$ cat src/rtl/lsu_pkg.sv
// Shared types for the data-memory load/store unit: access size encoding,
// FSM states and byte-lane enable masks.
package lsu_pkg;

    typedef enum logic [1:0] {
        SZ_BYTE = 2'b00,
        SZ_HALF = 2'b01,
        SZ_WORD = 2'b10,
        SZ_BAD  = 2'b11
    } size_e;

    typedef enum logic [1:0] {
        ST_IDLE = 2'b00,
        ST_RD   = 2'b01,
        ST_WR   = 2'b10,
        ST_RESP = 2'b11
    } state_e;

    localparam logic [3:0] LANE_B0 = 4'b0001;
    localparam logic [3:0] LANE_H0 = 4'b0011;
    localparam logic [3:0] LANE_H1 = 4'b1100;
    localparam logic [3:0] LANE_W  = 4'b1111;

    // Byte enables of the addressed lane(s); halfwords look only at addr[1].
    function automatic logic [3:0] lane_mask(input size_e size, input logic [1:0] lane);
        logic [3:0] m;
        case (size)
            SZ_BYTE: m = LANE_B0 << lane;
            SZ_HALF: m = lane[1] ? LANE_H1 : LANE_H0;
            SZ_WORD: m = LANE_W;
            default: m = 4'b0000;
        endcase
        return m;
    endfunction

endpackage

$ cat src/rtl/lsu_align.sv
// Combinational lane logic: merges right-aligned store data into the old
// memory word, and extracts/extends load data from a memory word.
import lsu_pkg::*;

module lsu_align (
    input  size_e       size,
    input  logic [1:0]  lane,
    input  logic        uns,
    input  logic [31:0] load_word,
    input  logic [31:0] old_word,
    input  logic [31:0] wdata,
    output logic [31:0] load_data,
    output logic [31:0] store_word
);

    logic [3:0]  be;
    logic [31:0] wrep;
    logic [7:0]  ld_byte;
    logic [15:0] ld_half;

    assign be = lane_mask(size, lane);

    // Replicate store data across all lanes so each byte enable picks its copy.
    always_comb begin
        case (size)
            SZ_BYTE: wrep = {4{wdata[7:0]}};
            SZ_HALF: wrep = {2{wdata[15:0]}};
            default: wrep = wdata;
        endcase
    end

    genvar gi;
    generate
        for (gi = 0; gi < 4; gi++) begin : g_lane
            assign store_word[8*gi +: 8] = be[gi] ? wrep[8*gi +: 8] : old_word[8*gi +: 8];
        end
    endgenerate

    // Pick the addressed byte/half and sign- or zero-extend it.
    always_comb begin
        ld_byte = load_word[{lane, 3'b000} +: 8];
        ld_half = lane[1] ? load_word[31:16] : load_word[15:0];
        case (size)
            SZ_BYTE: load_data = {{24{~uns & ld_byte[7]}}, ld_byte};
            SZ_HALF: load_data = {{16{~uns & ld_half[15]}}, ld_half};
            default: load_data = load_word;
        endcase
    end

endmodule

$ cat src/rtl/dmem_lsu.sv
// Load/store unit in front of a word-only data memory. Sub-word stores are
// done as read-modify-write. Define DMEM_LSU_MISALIGN_TRAP_EN to fault
// misaligned halfword/word accesses; otherwise low address bits are ignored.
import lsu_pkg::*;

module dmem_lsu #(
    parameter int unsigned DMEM_WORDS = 1024
) (
    input  logic        clock,
    input  logic        reset_n,
    input  logic        req_valid,
    output logic        req_ready,
    input  logic        req_write,
    input  logic [1:0]  req_size,
    input  logic        req_unsigned,
    input  logic [31:0] req_addr,
    input  logic [31:0] req_wdata,
    output logic        rsp_valid,
    output logic [31:0] rsp_rdata,
    output logic        rsp_err,
    output logic [31:0] dmem_addr,
    output logic [31:0] dmem_wdata,
    output logic        dmem_write,
    output logic        dmem_read,
    input  logic [31:0] dmem_rdata
);

    state_e      state_q, state_d;
    logic [31:0] addr_q, addr_d;
    size_e       size_q, size_d;
    logic        uns_q, uns_d;
    logic        write_q, write_d;
    logic [31:0] wdata_q, wdata_d;
    logic [31:0] word_q, word_d;
    logic [31:0] rdata_q, rdata_d;
    logic        err_q, err_d;

    logic        out_of_range;
    logic        misalign;
    logic        bad_req;
    logic [31:0] load_data;
    logic [31:0] store_word;

    assign out_of_range = {2'b00, req_addr[31:2]} >= 32'(DMEM_WORDS);

`ifdef DMEM_LSU_MISALIGN_TRAP_EN
    assign misalign = ((req_size == SZ_HALF) && req_addr[0]) ||
                      ((req_size == SZ_WORD) && (req_addr[1:0] != 2'b00));
`else
    assign misalign = 1'b0;
`endif

    assign bad_req = out_of_range || (req_size == SZ_BAD) || misalign;

    lsu_align u_align (
        .size       (size_q),
        .lane       (addr_q[1:0]),
        .uns        (uns_q),
        .load_word  (dmem_rdata),
        .old_word   (word_q),
        .wdata      (wdata_q),
        .load_data  (load_data),
        .store_word (store_word)
    );

    // Next-state and capture logic for the request FSM.
    always_comb begin
        state_d = state_q;
        addr_d  = addr_q;
        size_d  = size_q;
        uns_d   = uns_q;
        write_d = write_q;
        wdata_d = wdata_q;
        word_d  = word_q;
        rdata_d = rdata_q;
        err_d   = err_q;
        case (state_q)
            ST_IDLE: begin
                if (req_valid) begin
                    addr_d  = req_addr;
                    size_d  = size_e'(req_size);
                    uns_d   = req_unsigned;
                    write_d = req_write;
                    wdata_d = req_wdata;
                    rdata_d = 32'h0;
                    err_d   = 1'b0;
                    if (bad_req) begin
                        err_d   = 1'b1;
                        state_d = ST_RESP;
                    end else if (req_write && (req_size == SZ_WORD)) begin
                        state_d = ST_WR;
                    end else begin
                        state_d = ST_RD;
                    end
                end
            end
            ST_RD: begin
                // Sub-word stores keep the old word for the merge; loads finish here.
                word_d  = dmem_rdata;
                rdata_d = write_q ? 32'h0 : load_data;
                state_d = write_q ? ST_WR : ST_RESP;
            end
            ST_WR:   state_d = ST_RESP;
            default: state_d = ST_IDLE;
        endcase
    end

    // State and capture registers, cleared by synchronous reset.
    always_ff @(posedge clock) begin
        if (!reset_n) begin
            state_q <= ST_IDLE;
            addr_q  <= 32'h0;
            size_q  <= SZ_BYTE;
            uns_q   <= 1'b0;
            write_q <= 1'b0;
            wdata_q <= 32'h0;
            word_q  <= 32'h0;
            rdata_q <= 32'h0;
            err_q   <= 1'b0;
        end else begin
            state_q <= state_d;
            addr_q  <= addr_d;
            size_q  <= size_d;
            uns_q   <= uns_d;
            write_q <= write_d;
            wdata_q <= wdata_d;
            word_q  <= word_d;
            rdata_q <= rdata_d;
            err_q   <= err_d;
        end
    end

    assign req_ready  = (state_q == ST_IDLE);
    assign rsp_valid  = (state_q == ST_RESP);
    assign rsp_rdata  = rdata_q;
    assign rsp_err    = err_q;
    assign dmem_addr  = {addr_q[31:2], 2'b00};
    assign dmem_read  = (state_q == ST_RD);
    // Reset gates the write strobe immediately so an in-flight store is dropped.
    assign dmem_write = (state_q == ST_WR) && reset_n;
    assign dmem_wdata = (state_q == ST_WR) ? store_word : 32'h0;

endmodule
$ cat config.mk
export PLATFORM = sky130hd
export DESIGN_NAME = dmem_lsu
export DESIGN_NICKNAME = d
export VERILOG_FILES = /design/src/rtl/lsu_pkg.sv /design/src/rtl/lsu_align.sv /design/src/rtl/dmem_lsu.sv
export SDC_FILE = /design/constraint.sdc
export NUM_CORES = 1
export LEC_CHECK = 0
export BUFFER_PORTS_ARGS = -buffer_cell sky130_fd_sc_hd__buf_2
export CORE_UTILIZATION = 40
export DETAILED_ROUTE_END_ITERATION = 10
export GPL_TIMING_DRIVEN = 0
export PLACE_DENSITY = 0.68
export SETUP_SLACK_MARGIN = 0.3
export SLEW_MARGIN = 20
export SYNTH_ARGS = -nofsm -noshare
export SYNTH_HDL_FRONTEND = slang
export SYNTH_SLANG_ARGS = --single-unit
$ cat constraint.sdc
create_clock -name clock -period 1.7 [get_ports clock]
set_clock_uncertainty 0.1 [all_clocks]
set_input_delay 0.34 -clock clock [delete_from_list [all_inputs] [get_ports clock]]
set_output_delay 0.34 -clock clock [all_outputs]
set_load 0.05 [all_outputs]
==> results summary, run 1 <==
The flow ran to the end, but the final reports show violations. The checks that failed: setup timing. For this run, the top clock speed supported by timing is 0.3938 GHz. The worst slack on hold paths is 0.05017 ns. The post-detailed-route DRC marker count came out at 0. The root cell of the clock tree is sky130_fd_sc_hd__clkbuf_16. For the worst setup path, the data required time is 1.26 ns.

sky130_fd_sc_hd__nand2_1 is the most common cell in the netlist. The buffers plus inverters on the worst setup path came out at 5. The longest clock path from root to sink contains 2 buffers. The CTS sink count is 135.

The share of total power consumed by net switching is 42.60%. The post-synthesis sequential element count is 135. The floorplan step set the die width to 128.8 um. The final route contains 7,011 vias. The worst slew margin relative to its limit is 54.73%. The final period demand of the worst path is 2.539 ns. The part of the total power dissipated in the clock network came out at 20.1%.

The number of placed instances, taps included, is 1,195. The starting density of the core is 41.65%. The utilization after layout is 74.54%. By area the synthesized netlist is led by sky130_fd_sc_hd__dfxtp_1 42%, sky130_fd_sc_hd__nand2_1 11%, sky130_fd_sc_hd__mux2i_1 9.0%. Prior to clock tree synthesis, the placed netlist has a worst setup slack of -0.6328 ns.

Routability-driven placement finished with a final weighted congestion of 0.8860. The dominant delay contributor by cell family on the critical path is buffers and inverters. The TritonCTS clock tree is yes. The final cycle utilization of the critical path came out at 149.4%.

Dividing the detail-routed wire length by the instance count gives 19.99 um. The instance area after placement came out at 0.008600 mm2. The count of final max-slew check failures came to 0. The area fraction of the dominant cell type after synthesis is 42.06%.

The count of final hold-check violations is 0. The total half-perimeter wirelength after legalization and detailed placement came out at 16.27 mm. The critical path's largest stage delay came out at 0.36 ns. The cell count of the worst reg-to-reg path came out at 8. The share of the yosys chip area belonging to registers is 42.06%. The slowest stage of the critical path belongs to the cell sky130_fd_sc_hd__dfxtp_4. The path with the worst hold slack has its endpoint at addr_q[6].

In the synthesized netlist the dominant register cell turns out to be sky130_fd_sc_hd__dfxtp_1. The core box area came out at 0.01543 mm2. The final cell area excluding filler cells is 0.01150 mm2. The largest fanout of any net on the critical path is 8. The area of the mapped netlist came out at 0.006426 mm2. The number of buffers inserted for hold repair after clock tree synthesis is 0. In this run the worst hold path is classified as in -> reg. Entering global routing, the biggest net connects 17 pins. The number of buffers inserted during clock tree synthesis came out at 17. The die area came out at 0.01658 mm2.

The count of final setup violators is 155. The total congestion overflow after global routing came out at 0. The post-route netlist has 57.63% of its cells at a drive strength greater than 1. The cell that appears most often on the critical path is sky130_fd_sc_hd__buf_6.

Setup repair after global routing could not meet its margin everywhere. Across all setup checks in the final design, the least slack found is -0.8391 ns. The worst setup path is launched from a register. The power share of the sequential group is 23.9%. The first routing iteration left 401 violations. For the worst-skew pair, the clock arrives at the later sink with an insertion delay of 0.42 ns. The die height is 128.8 um. The final non-filler cell total came out at 1,292. The combinational cell fraction of total power is 56.0%. The register clock-pin slew on the reported worst setup and hold paths came out at 0.06 ns. STA puts the critical path data arrival time at 2.10 ns. The internal reg-to-reg setup slack came out at -0.32 ns. sky130_fd_sc_hd__dfxtp_1 takes more of the synthesized area than any other cell. The category of the most critical setup path is reg -> out.

Walking the worst path, the cells encountered are buf_8 -> clkinvlp_4 -> buf_6 -> o21ai_4 -> and2_4 -> buf_12 -> a211oi_4 -> buf_6. In the routed layout, each cell is associated on average with a via count of 5.426. From synthesis to final layout, the design area changed by 78.95%. STA classifies the critical path endpoint as an output pin. In this run the number of H-tree levels came out at 4.

The analysis attributes to cell leakage a power of 4.603 nW. The combined global-route utilization of all metal layers is 27.60%. The worst hold path passes through 3 cells. The source of the worst hold timing path is req_addr[6]. The number of antenna violations at the first check in global routing was 1. Power spread over the standard cell area amounts to 1604 mW/mm2. The worst flop-to-flop path endpoint is rsp_rdata[5]. The number of routed nets with antenna violations came out at 0.

The count of nets after finishing is 1,175. The proportion of register bits with asynchronous set or reset after synthesis is 0%. The count of standard-cell rows came out at 45.

The mean instance size in the synthesized netlist came out at 8.218 um2. The count of flip-flops with a built-in enable after synthesis is 0. The number of I/O port buffers came out at 201. The number of distinct library cells after synthesis came out at 53.

The total iterations of the first detailed-routing run is 5. Yosys printed 0 warnings. The commonest cells after synthesis are 189 x sky130_fd_sc_hd__nand2_1, 135 x sky130_fd_sc_hd__dfxtp_1, 88 x sky130_fd_sc_hd__a21oi_1, 58 x sky130_fd_sc_hd__mux2i_1, 58 x sky130_fd_sc_hd__nor2_1. The repair_antennas step left the layout with diodes totalling 0.

The routed wire length came out at 25.83 mm. The I/O pin count came out at 204. The worst register-to-register path begins at size_q[0]. The worst-case vdd ir drop came out at 0.9680 mV.

The first global-routing pass estimated 34.60 mm of wire. The internal power summed over all cells came out at 0.01059 W. The net switching power of the design came out at 0.007858 W. The synthesized instance count is 782. The number of max-capacitance violations reported is 0. The actual transition at the worst max-transition pin came out at 0.6791 ns. The via count of the first global-routing pass is 6,349.
sequential cells by signal, summed over array words and instances, names as in the netlist:
register,flops
rsp_err,1
word_q,32
size_q,2
addr_q,32
wdata_q,32
write_q,1
state_q,2
rsp_rdata,32
uns_q,1
layout make-up:
cell class / instances / area, um2
Multi-Input combinational cell: 551 / 4434
Fill cell: 1019 / 3928
Sequential cell: 135 / 2751
Timing Repair Buffer: 265 / 2384
Buffer: 91 / 1027
Clock buffer: 17 / 425.4
Tap cell: 211 / 264.0
Clock inverter: 15 / 163.9
Inverter: 7 / 50.05
cells in the final DEF, fill, tap and decap left out, types with 11 or more instances in the layout:
cell / count
sky130_fd_sc_hd__nand2_1: 133
sky130_fd_sc_hd__dfxtp_1: 102
sky130_fd_sc_hd__buf_12: 14
sky130_fd_sc_hd__nand2_4: 14
sky130_fd_sc_hd__a21oi_2: 30
sky130_fd_sc_hd__a21oi_4: 11
sky130_fd_sc_hd__dfxtp_2: 30
sky130_fd_sc_hd__buf_2: 139
sky130_fd_sc_hd__buf_8: 49
sky130_fd_sc_hd__buf_6: 90
sky130_fd_sc_hd__mux2i_1: 47
sky130_fd_sc_hd__clkbuf_16: 31
sky130_fd_sc_hd__buf_4: 30
sky130_fd_sc_hd__nor2_4: 13
sky130_fd_sc_hd__o21ai_1: 18
sky130_fd_sc_hd__nor2_1: 44
sky130_fd_sc_hd__a21oi_1: 50
sky130_fd_sc_hd__nand2_2: 42
worst reg2reg max path, stage by stage (launching register included):
cell	delay, ns
sky130_fd_sc_hd__dfxtp_1	0.31
sky130_fd_sc_hd__buf_6	0.13
sky130_fd_sc_hd__and2b_4	0.33
sky130_fd_sc_hd__o21ai_4	0.11
sky130_fd_sc_hd__clkbuf_16	0.18
sky130_fd_sc_hd__buf_4	0.13
sky130_fd_sc_hd__buf_4	0.13
sky130_fd_sc_hd__a222oi_1	0.39
sky130_fd_sc_hd__o21ai_1	0.10
timing repair:
item,CTS,global route
gates cloned,4,11
resized for setup,219,262
hold endpoints to repair,0,0
endpoints found under the setup margin,231,233
buffers inserted,25,25
pin swaps,35,25
worst max path at each step:
stage | from | end | slack, ns | cells past startpoint
6_report | addr_q[1] | dmem_wdata[16] | -0.84 | 8
5_1_grt | size_q[0] | dmem_wdata[16] | -0.86 | 7
4_1_cts | size_q[0] | dmem_wdata[16] | -0.81 | 7
3_5_place_dp | size_q[1] | dmem_wdata[15] | -0.63 | 6
3_3_place_gp | size_q[0] | dmem_wdata[13] | -0.63 | 6
2_1_floorplan | size_q[0] | dmem_wdata[14] | -0.40 | 7
kinds of logic (layout without fill, tap and decap cells):
group,Yosys count,count (layout),share of synthesized area (%)
AO/OA/AOI/OAI,194,195,19.12
adder cells (fa/ha/maj),4,4,0.7788
buffers and inverters,98,395,8.762
flip-flops,135,135,42.06
multiplexers,68,68,10.96
other,1,2,0.05836
AND/OR/NAND/NOR,282,282,18.26
per-stage QoR:
step | power (W) | TNS, ns
after floorplan | 0.01005 | -10.86
after global placement | 0.01142 | -35.28
final | 0.01844 | -41.34
after global routing | 0.01908 | -48.69
after detailed placement | 0.01148 | -36.52
after CTS | 0.01634 | -26.98
power groups by stage:
| stage | registers (W) | clock network [W] | logic (W) |
|---|---|---|---|
| 2_1_floorplan | 0.00471 | 0 | 0.00534 |
| 3_3_place_gp | 0.00436 | 0 | 0.00706 |
| 5_1_grt | 0.00447 | 0.00385 | 0.0108 |
| 3_5_place_dp | 0.00437 | 0 | 0.00711 |
| 6_report | 0.00441 | 0.00370 | 0.0103 |
| 4_1_cts | 0.00435 | 0.00370 | 0.00829 |
layer usage:
metal,vias up,wire [um],global-route usage [%],part of all wire [%]
met5,-,0,0,0
met4,0,796,9.204,3.1
met3,65,1802,6.861,7.0
met2,329,13010,47.69,50
met1,3371,10210,33.45,40
li1,3246,-,-,-
No activity file was read; power rests on OpenSTA's default activity.
==> run 2: changes to the inputs <==
- SETUP_SLACK_MARGIN: 0.3 -> 0.02
==> results summary, run 2 (synthesis gave the netlist of run 1 again) <==
The run finished, with violations left. The final reports fail on setup timing. At the pin with the least slew margin, the transition time is 0.6175 ns.

Relative to the synthesized area, the layout overhead comes to 69.98%. For flop-to-flop paths, the worst setup slack is -0.47 ns. The die is 128.8 um tall. In the final design database the tool counted 1,180 nets.

In this run the static leakage power is 4.439 nW. The largest buffer count on any clock path is 2. Setup repair after global routing could not meet its margin everywhere.

The core box area came out at 0.01543 mm2. The first routing iteration left 456 violations. The cell count of the worst reg-to-reg path came out at 14.

The endpoint class of the critical path is an output pin. The final worst setup slack is -0.8258 ns. The combined global-route utilization of all metal layers came out at 28.34%. The post-detailed-route DRC marker count came out at 0.

After detailed routing, the number of vias per cell comes to 5.440. The worst slack on hold paths is 0.03902 ns. The critical path data arrival time is 2.09 ns.

Across the VDD grid, the largest voltage drop is 0.9669 mV. The via count of the first global-routing pass is 6,467. Of all nets on the critical path, the largest fanout is 7. The root cell of the clock tree is sky130_fd_sc_hd__clkbuf_16.

The worst hold path belongs to the class in -> reg. The floorplan step set the die width to 128.8 um. Counting both buffers and inverters, the worst setup path holds a total of 5. The maximum clock frequency is 0.3959 GHz. The net switching power of the design came out at 0.007633 W. The final period demand of the worst path came out at 2.526 ns. The number of buffers inserted during clock tree synthesis is 17. The register area is 0.002721 mm2. The slowest cell on the critical path is sky130_fd_sc_hd__dfxtp_4. The die area is 0.01658 mm2. The total congestion overflow after global routing came out at 0. Cells with a size suffix above 1 make up 50.46% of the layout. Grouping stages by cell kind, the critical path spends the most delay in buffers and inverters. The library cell used most frequently in the layout, excluding fill and tap cells, is sky130_fd_sc_hd__nand2_1.

The total chip power is 0.01776 W. The combinational cell fraction of total power came out at 55.2%. The count of standard-cell rows came out at 45. The critical path crosses 8 cells after its start point. The CTS sink count came out at 135. The instance area after placement is 0.008409 mm2. The number of fill cells came out at 1,132.

The share of total power consumed by net switching came out at 42.97%. The part of the total power dissipated in the clock network is 20.0%. The launch instance of the worst register-to-register path is state_q[0]. The endpoint required time on the critical path is 1.26 ns.

The total half-perimeter wirelength after legalization and detailed placement came out at 15.72 mm. During placement, the flow inserted port buffers numbering 201. The critical path ends at dmem_wdata[12]. The sum of negative setup slack came out at -44.09 ns. The final layout contains routed wiring with a total length of 25.14 mm.

The wire length of the first global-routing pass is 35.34 mm. The power share of the sequential group came out at 24.8%. The count of final max-slew check failures is 0. The number of antenna violations at the first check in global routing is 1. The power density normalized to cell area came out at 1626 mW/mm2. TritonCTS built the clock tree. The count of final setup violators is 101. Of the available clock period, the critical path in the final layout requires 148.6%. STA classifies the critical path startpoint as a register. In this run the worst setup path begins at addr_q[1].

The category of the most critical setup path is reg -> out. The total area of multi-input combinational cells is 0.004339 mm2. The register clock-pin slew on the reported worst setup and hold paths is 0.06 ns. The top cell types in the final layout, fill and taps aside, are 183 x sky130_fd_sc_hd__nand2_1, 167 x sky130_fd_sc_hd__buf_2, 130 x sky130_fd_sc_hd__dfxtp_1, 80 x sky130_fd_sc_hd__buf_4, 79 x sky130_fd_sc_hd__a21oi_1.

The I/O pin count is 204. The count of nets left with antenna violations once routing finished came out at 0. The worst slew margin relative to its limit is 58.83%. The critical path's largest stage delay came out at 0.36 ns.

The final estimated routing congestion in global placement is 0.8532. The count of final hold-check violations is 0. The detailed-route via count is 7,056. Walking the worst path, the cells encountered are buf_8 -> o21bai_4 -> a21oi_4 -> buf_12 -> buf_12 -> buf_8 -> a311oi_4 -> buf_6. After routing the design area is 0.01092 mm2.

The starting density of the core is 41.65%. The internal power summed over all cells came out at 0.01013 W. The depth of the CTS H-tree is 4. The worst-skew pair later-pin latency is 0.43 ns. Before antenna repair, the detailed router went through 5 iterations. The number of buffers inserted for hold repair after clock tree synthesis is 0. Across the run, the number of max-cap violations was 0. Entering global routing, the biggest net connects 20 pins. The worst flop-to-flop path endpoint is rsp_rdata[17]. The average wire per cell in the routed design is 19.38 um.

The number of antenna diodes in the final layout is 0. Prior to clock tree synthesis, the placed netlist has a worst setup slack of -0.7499 ns.
==> run 2: cell count changes in the layout (fill, tap and decap cells not counted), sizes merged <==
cell,change
clkbuf,-8
buf,+14
clkinv,+2
inv,-4
a21oi,+1
==> run 2: power groups by stage <==
| stage | combinational, W | clock (W) | sequential (W) |
|---|---|---|---|
| after global routing | 0.0102 | 0.00370 | 0.00446 |
| after CTS | 0.00888 | 0.00357 | 0.00432 |
| final | 0.00980 | 0.00356 | 0.00441 |
| after global placement | 0.00674 | 0 | 0.00430 |
| after detailed placement | 0.00680 | 0 | 0.00432 |
| after floorplan | 0.00498 | 0 | 0.00469 |
==> run 2: repair_timing <==
action | in CTS | in global routing
resized for setup | 225 | 139
cloned | 9 | 4
pin swaps | 35 | 39
setup buffers | 48 | 23
endpoints found under the setup margin | 138 | 124
==> run 2: worst min path at each step <==
stage / from / end / slack, ns / cells after the start
2_1_floorplan: wdata_q[16] / wdata_q[16] / 0.34 / 2
3_3_place_gp: rsp_rdata[1] / rsp_rdata[1] / 0.33 / 2
3_5_place_dp: rsp_rdata[1] / rsp_rdata[1] / 0.34 / 2
4_1_cts: req_addr[5] / addr_q[5] / 0.04 / 3
5_1_grt: req_wdata[28] / wdata_q[28] / 0.05 / 3
6_report: req_addr[3] / addr_q[3] / 0.04 / 3
==> run 2: worst reg2reg max path, delay by kind of cell (launching register included) <==
family / cells / cell delay (ns)
buffers and inverters: 9 / 1.04
flip-flops: 1 / 0.36
AND/OR/NAND/NOR: 2 / 0.24
adder cells (fa/ha/maj): 1 / 0.16
multiplexers: 1 / 0.16
AO/OA/AOI/OAI: 1 / 0.06
==> run 2: area by class of cell <==
type,count,share of cell area (%)
clock buffers,19,4.055
flip-flops and latches,135,24.91
plain buffers,85,7.663
repair buffers,275,19.69
clock inverters,13,1.145
well taps,211,2.417
inverters,7,0.3895
multi-input cells,552,39.72
==> run 2: stage by stage <==
stage	instances	util [%]
3_5_place_dp	1195	54.51
4_1_cts	1281	67.27
3_3_place_gp	1195	54.51
5_1_grt	1297	70.80
2_1_floorplan	783	-
6_report	1297	70.80
==> run 2: metal layers <==
layer,vias to the layer above,wire length (um),track usage (%),share of wire (%)
li1,3261,-,-,-
met1,3351,10020,35.01,40
met2,355,12100,48.04,48
met3,87,1905,6.154,7.6
met4,2,1097,11.21,4.4
met5,-,13,0,0.052
==> run 3: changes to the inputs <==
- ABC_AREA: not set -> 1
- PLACE_DENSITY: 0.68 -> 0.67
==> results summary, run 3 <==
The flow ran to the end, but the final reports show violations. The final reports fail on setup timing. The post-placement cell count is 1,391. The path class of the tightest hold or removal check is in -> reg. For the pin with the worst max-slew slack, the measured transition is 0.7747 ns. The most used flip-flop cell after synthesis is sky130_fd_sc_hd__dfxtp_1.

The average wire per cell in the routed design came out at 17.09 um. The number of routed nets with antenna violations is 0. The biggest area contributor in the post-synthesis netlist is sky130_fd_sc_hd__dfxtp_1. The depth of the CTS H-tree is 4. By area the synthesized netlist is led by sky130_fd_sc_hd__dfxtp_1 41%, sky130_fd_sc_hd__o21ai_0 13%, sky130_fd_sc_hd__nor2_1 11%. Across all layers, the routed design uses 7,726 vias. The worst-skew pair later-pin latency came out at 0.44 ns.

The share of layout cells above drive strength 1 is 43.29%. The critical path data arrival time came out at 2.00 ns. The count of final hold-check violations is 0.

TritonCTS built the clock tree. The worst setup path is launched from a register. Power spread over the standard cell area amounts to 2006 mW/mm2.

Sorting the synthesized cells by how often they occur yields 195 x sky130_fd_sc_hd__nor2_1, 179 x sky130_fd_sc_hd__nand2_1, 174 x sky130_fd_sc_hd__o21ai_0, 135 x sky130_fd_sc_hd__dfxtp_1, 89 x sky130_fd_sc_hd__a21oi_1. The root buffer cell chosen for the clock tree is sky130_fd_sc_hd__clkbuf_16. The final period demand of the worst path came out at 2.440 ns. The starting density of the core came out at 41.32%.

The number of buffers inserted for hold repair after clock tree synthesis came out at 0. No sink is reached through more buffers than the 2 on the longest clock path. After routing the design area is 0.01081 mm2. Wires add up to 25.51 mm. The post-synthesis sequential element count is 135. The register clock-pin slew on the reported worst setup and hold paths came out at 0.07 ns. The I/O pin count came out at 204. The combined global-route utilization of all metal layers is 28.43%. The count of final setup violators is 70. The share of the yosys chip area belonging to registers came out at 40.88%. In the layout the commonest cells are 176 x sky130_fd_sc_hd__nor2_1, 173 x sky130_fd_sc_hd__nand2_1, 168 x sky130_fd_sc_hd__buf_2, 129 x sky130_fd_sc_hd__dfxtp_1, 102 x sky130_fd_sc_hd__o21ai_0. The final estimated routing congestion in global placement came out at 0.9347. The floorplan step defined a die boundary enclosing 0.01705 mm2. By instance count, the leading cell after synthesis is sky130_fd_sc_hd__nor2_1. The count of standard-cell rows is 46. The number of buffers inserted during clock tree synthesis came out at 17. The number of I/O port buffers is 201. After the flow finishes, the layout carries non-filler instances totaling 1,492. The mean instance size in the synthesized netlist came out at 6.795 um2. For this run, the detailed router's first-pass iteration total came to 5. The wire length of the first global-routing pass is 35.96 mm. The count of final max-slew check failures is 0. The overall die width is 130.6 um.

CTS saw 135 sinks. The library cell used most frequently in the layout, excluding fill and tap cells, is sky130_fd_sc_hd__nor2_1. The proportion of register bits with asynchronous set or reset after synthesis is 0%. The largest net degree at the start of global routing is 17. Setup repair after global routing could not meet its margin everywhere. In this run, distinct cell masters in the synthesized netlist total 32. The count of nets after finishing came out at 1,369. The total of warnings raised by yosys is 0.

The worst-case vdd ir drop came out at 1.158 mV. The number of antenna violations at the first check in global routing is 1. The post-detailed-route DRC marker count is 0. Across the run, the number of max-cap violations was 0. In the routed layout, each cell is associated on average with a via count of 5.178. Based on the critical path, the design can be clocked at up to 0.4098 GHz. The synthesized instance count is 973.

The worst slew margin relative to its limit is 48.36%. The count of flip-flops with a built-in enable after synthesis came out at 0. The largest fanout of any net on the critical path is 6.

The layout overhead on the synthesized area came out at 63.48%. In this run the biggest area consumer among cell types represents 40.88% of the synthesized area. The core box area came out at 0.01600 mm2. The worst register-to-register path begins at state_q[0]. Summed over all cells, the static leakage comes to 4.678 nW. For the worst setup path, the data required time is 1.26 ns. The final worst setup slack came out at -0.7404 ns. The worst setup path is captured at an output pin. The die height came out at 130.6 um. Across all register-to-register paths, the minimum setup slack is -0.25 ns.

The HPWL after detailed placement is 17.11 mm. The source of the worst hold timing path is req_wdata[30]. The first element of the critical path is size_q[1].

The critical path is of the reg -> out type. The total congestion overflow after global routing is 0. The via count of the first global-routing pass came out at 6,779.

The instance area after placement came out at 0.008402 mm2. After synthesis the cells add up to 0.006611 mm2. In the finished design, the share of the clock period the worst path needs comes to 143.6%. After the first detailed-routing iteration, the DRC count stood at 666.
==> run 3: kinds of logic after synthesis <==
kind of cell,synth area share [%]
simple gates,24.09
compound gates,22.75
buf+inv,11.32
flops,40.88
fa+ha+maj,0.7570
mux,0.1514
other cells,0.05672
==> run 3: worst max-delay path, stage by stage (launching register included) <==
cell	delay (ns)
sky130_fd_sc_hd__dfxtp_4	0.40
sky130_fd_sc_hd__buf_4	0.16
sky130_fd_sc_hd__a21oi_4	0.11
sky130_fd_sc_hd__o21ai_1	0.08
sky130_fd_sc_hd__o21ai_1	0.12
sky130_fd_sc_hd__inv_2	0.12
sky130_fd_sc_hd__buf_8	0.17
sky130_fd_sc_hd__o21ai_4	0.17
sky130_fd_sc_hd__a21oi_4	0.06
sky130_fd_sc_hd__buf_6	0.16
==> run 3: metal layers <==
layer / wire length (um) / part of all wire, % / GRT usage [%]
met3: 2261 / 8.9 / 5.863
met1: 10520 / 41 / 37.51
met5: 0 / 0 / 0
met4: 913 / 3.6 / 12.17
met2: 11810 / 46 / 44.97
==> run 3: cell type report <==
| class | instances | area [um2] |
|---|---|---|
| Clock buffer | 18 | 429.2 |
| Sequential cell | 135 | 2723 |
| Antenna cell | 1 | 2.502 |
| Multi-Input combinational cell | 697 | 4174 |
| Clock inverter | 14 | 166.4 |
| Buffer | 93 | 804.5 |
| Inverter | 47 | 222.7 |
| Tap cell | 216 | 270.3 |
| Timing Repair Buffer | 271 | 2016 |
| Fill cell | 1351 | 5192 |
==> run 3: path summary, 6_finish.rpt <==
path	to	depth (start not counted)
hold / removal	wdata_q[30]	3
setup / recovery	dmem_wdata[1]	9
hold reg to reg	rsp_rdata[13]	2
setup reg to reg	rsp_rdata[23]	13
==> run 3: power breakdown <==
| part | internal [W] | total [W] | switching (W) |
|---|---|---|---|
| clock network | 0.00220 | 0.00376 | 0.00156 |
| registers | 0.00409 | 0.00481 | 0.000724 |
| logic | 0.00518 | 0.0131 | 0.00792 |
| total | 0.0115 | 0.0217 | 0.0102 |
==> run 3: timing repair <==
item                       CTS  global route
resized for setup          211           213
cloned                       5             6
setup endpoints to repair  114           153
pin swaps                   10            32
buffers inserted            36            30
==> run 3: per-stage QoR <==
stage / setup TNS (ns) / hold slack (ns) / total power [W] / worst slack (ns) / util, %
final: -26.98 / 0.05098 / 0.02168 / -0.7404 / 67.55
after global routing: -30.80 / 0.07012 / 0.02269 / -0.7762 / 67.55
after CTS: -25.12 / 0.04662 / 0.01977 / -0.7377 / 62.79
after detailed placement: -28.49 / 0.3522 / 0.01378 / -0.6477 / 52.51
after global placement: -28.59 / 0.3498 / 0.01370 / -0.6484 / 52.51
after floorplan: -6.672 / 0.3554 / 0.01170 / -0.2531 / -
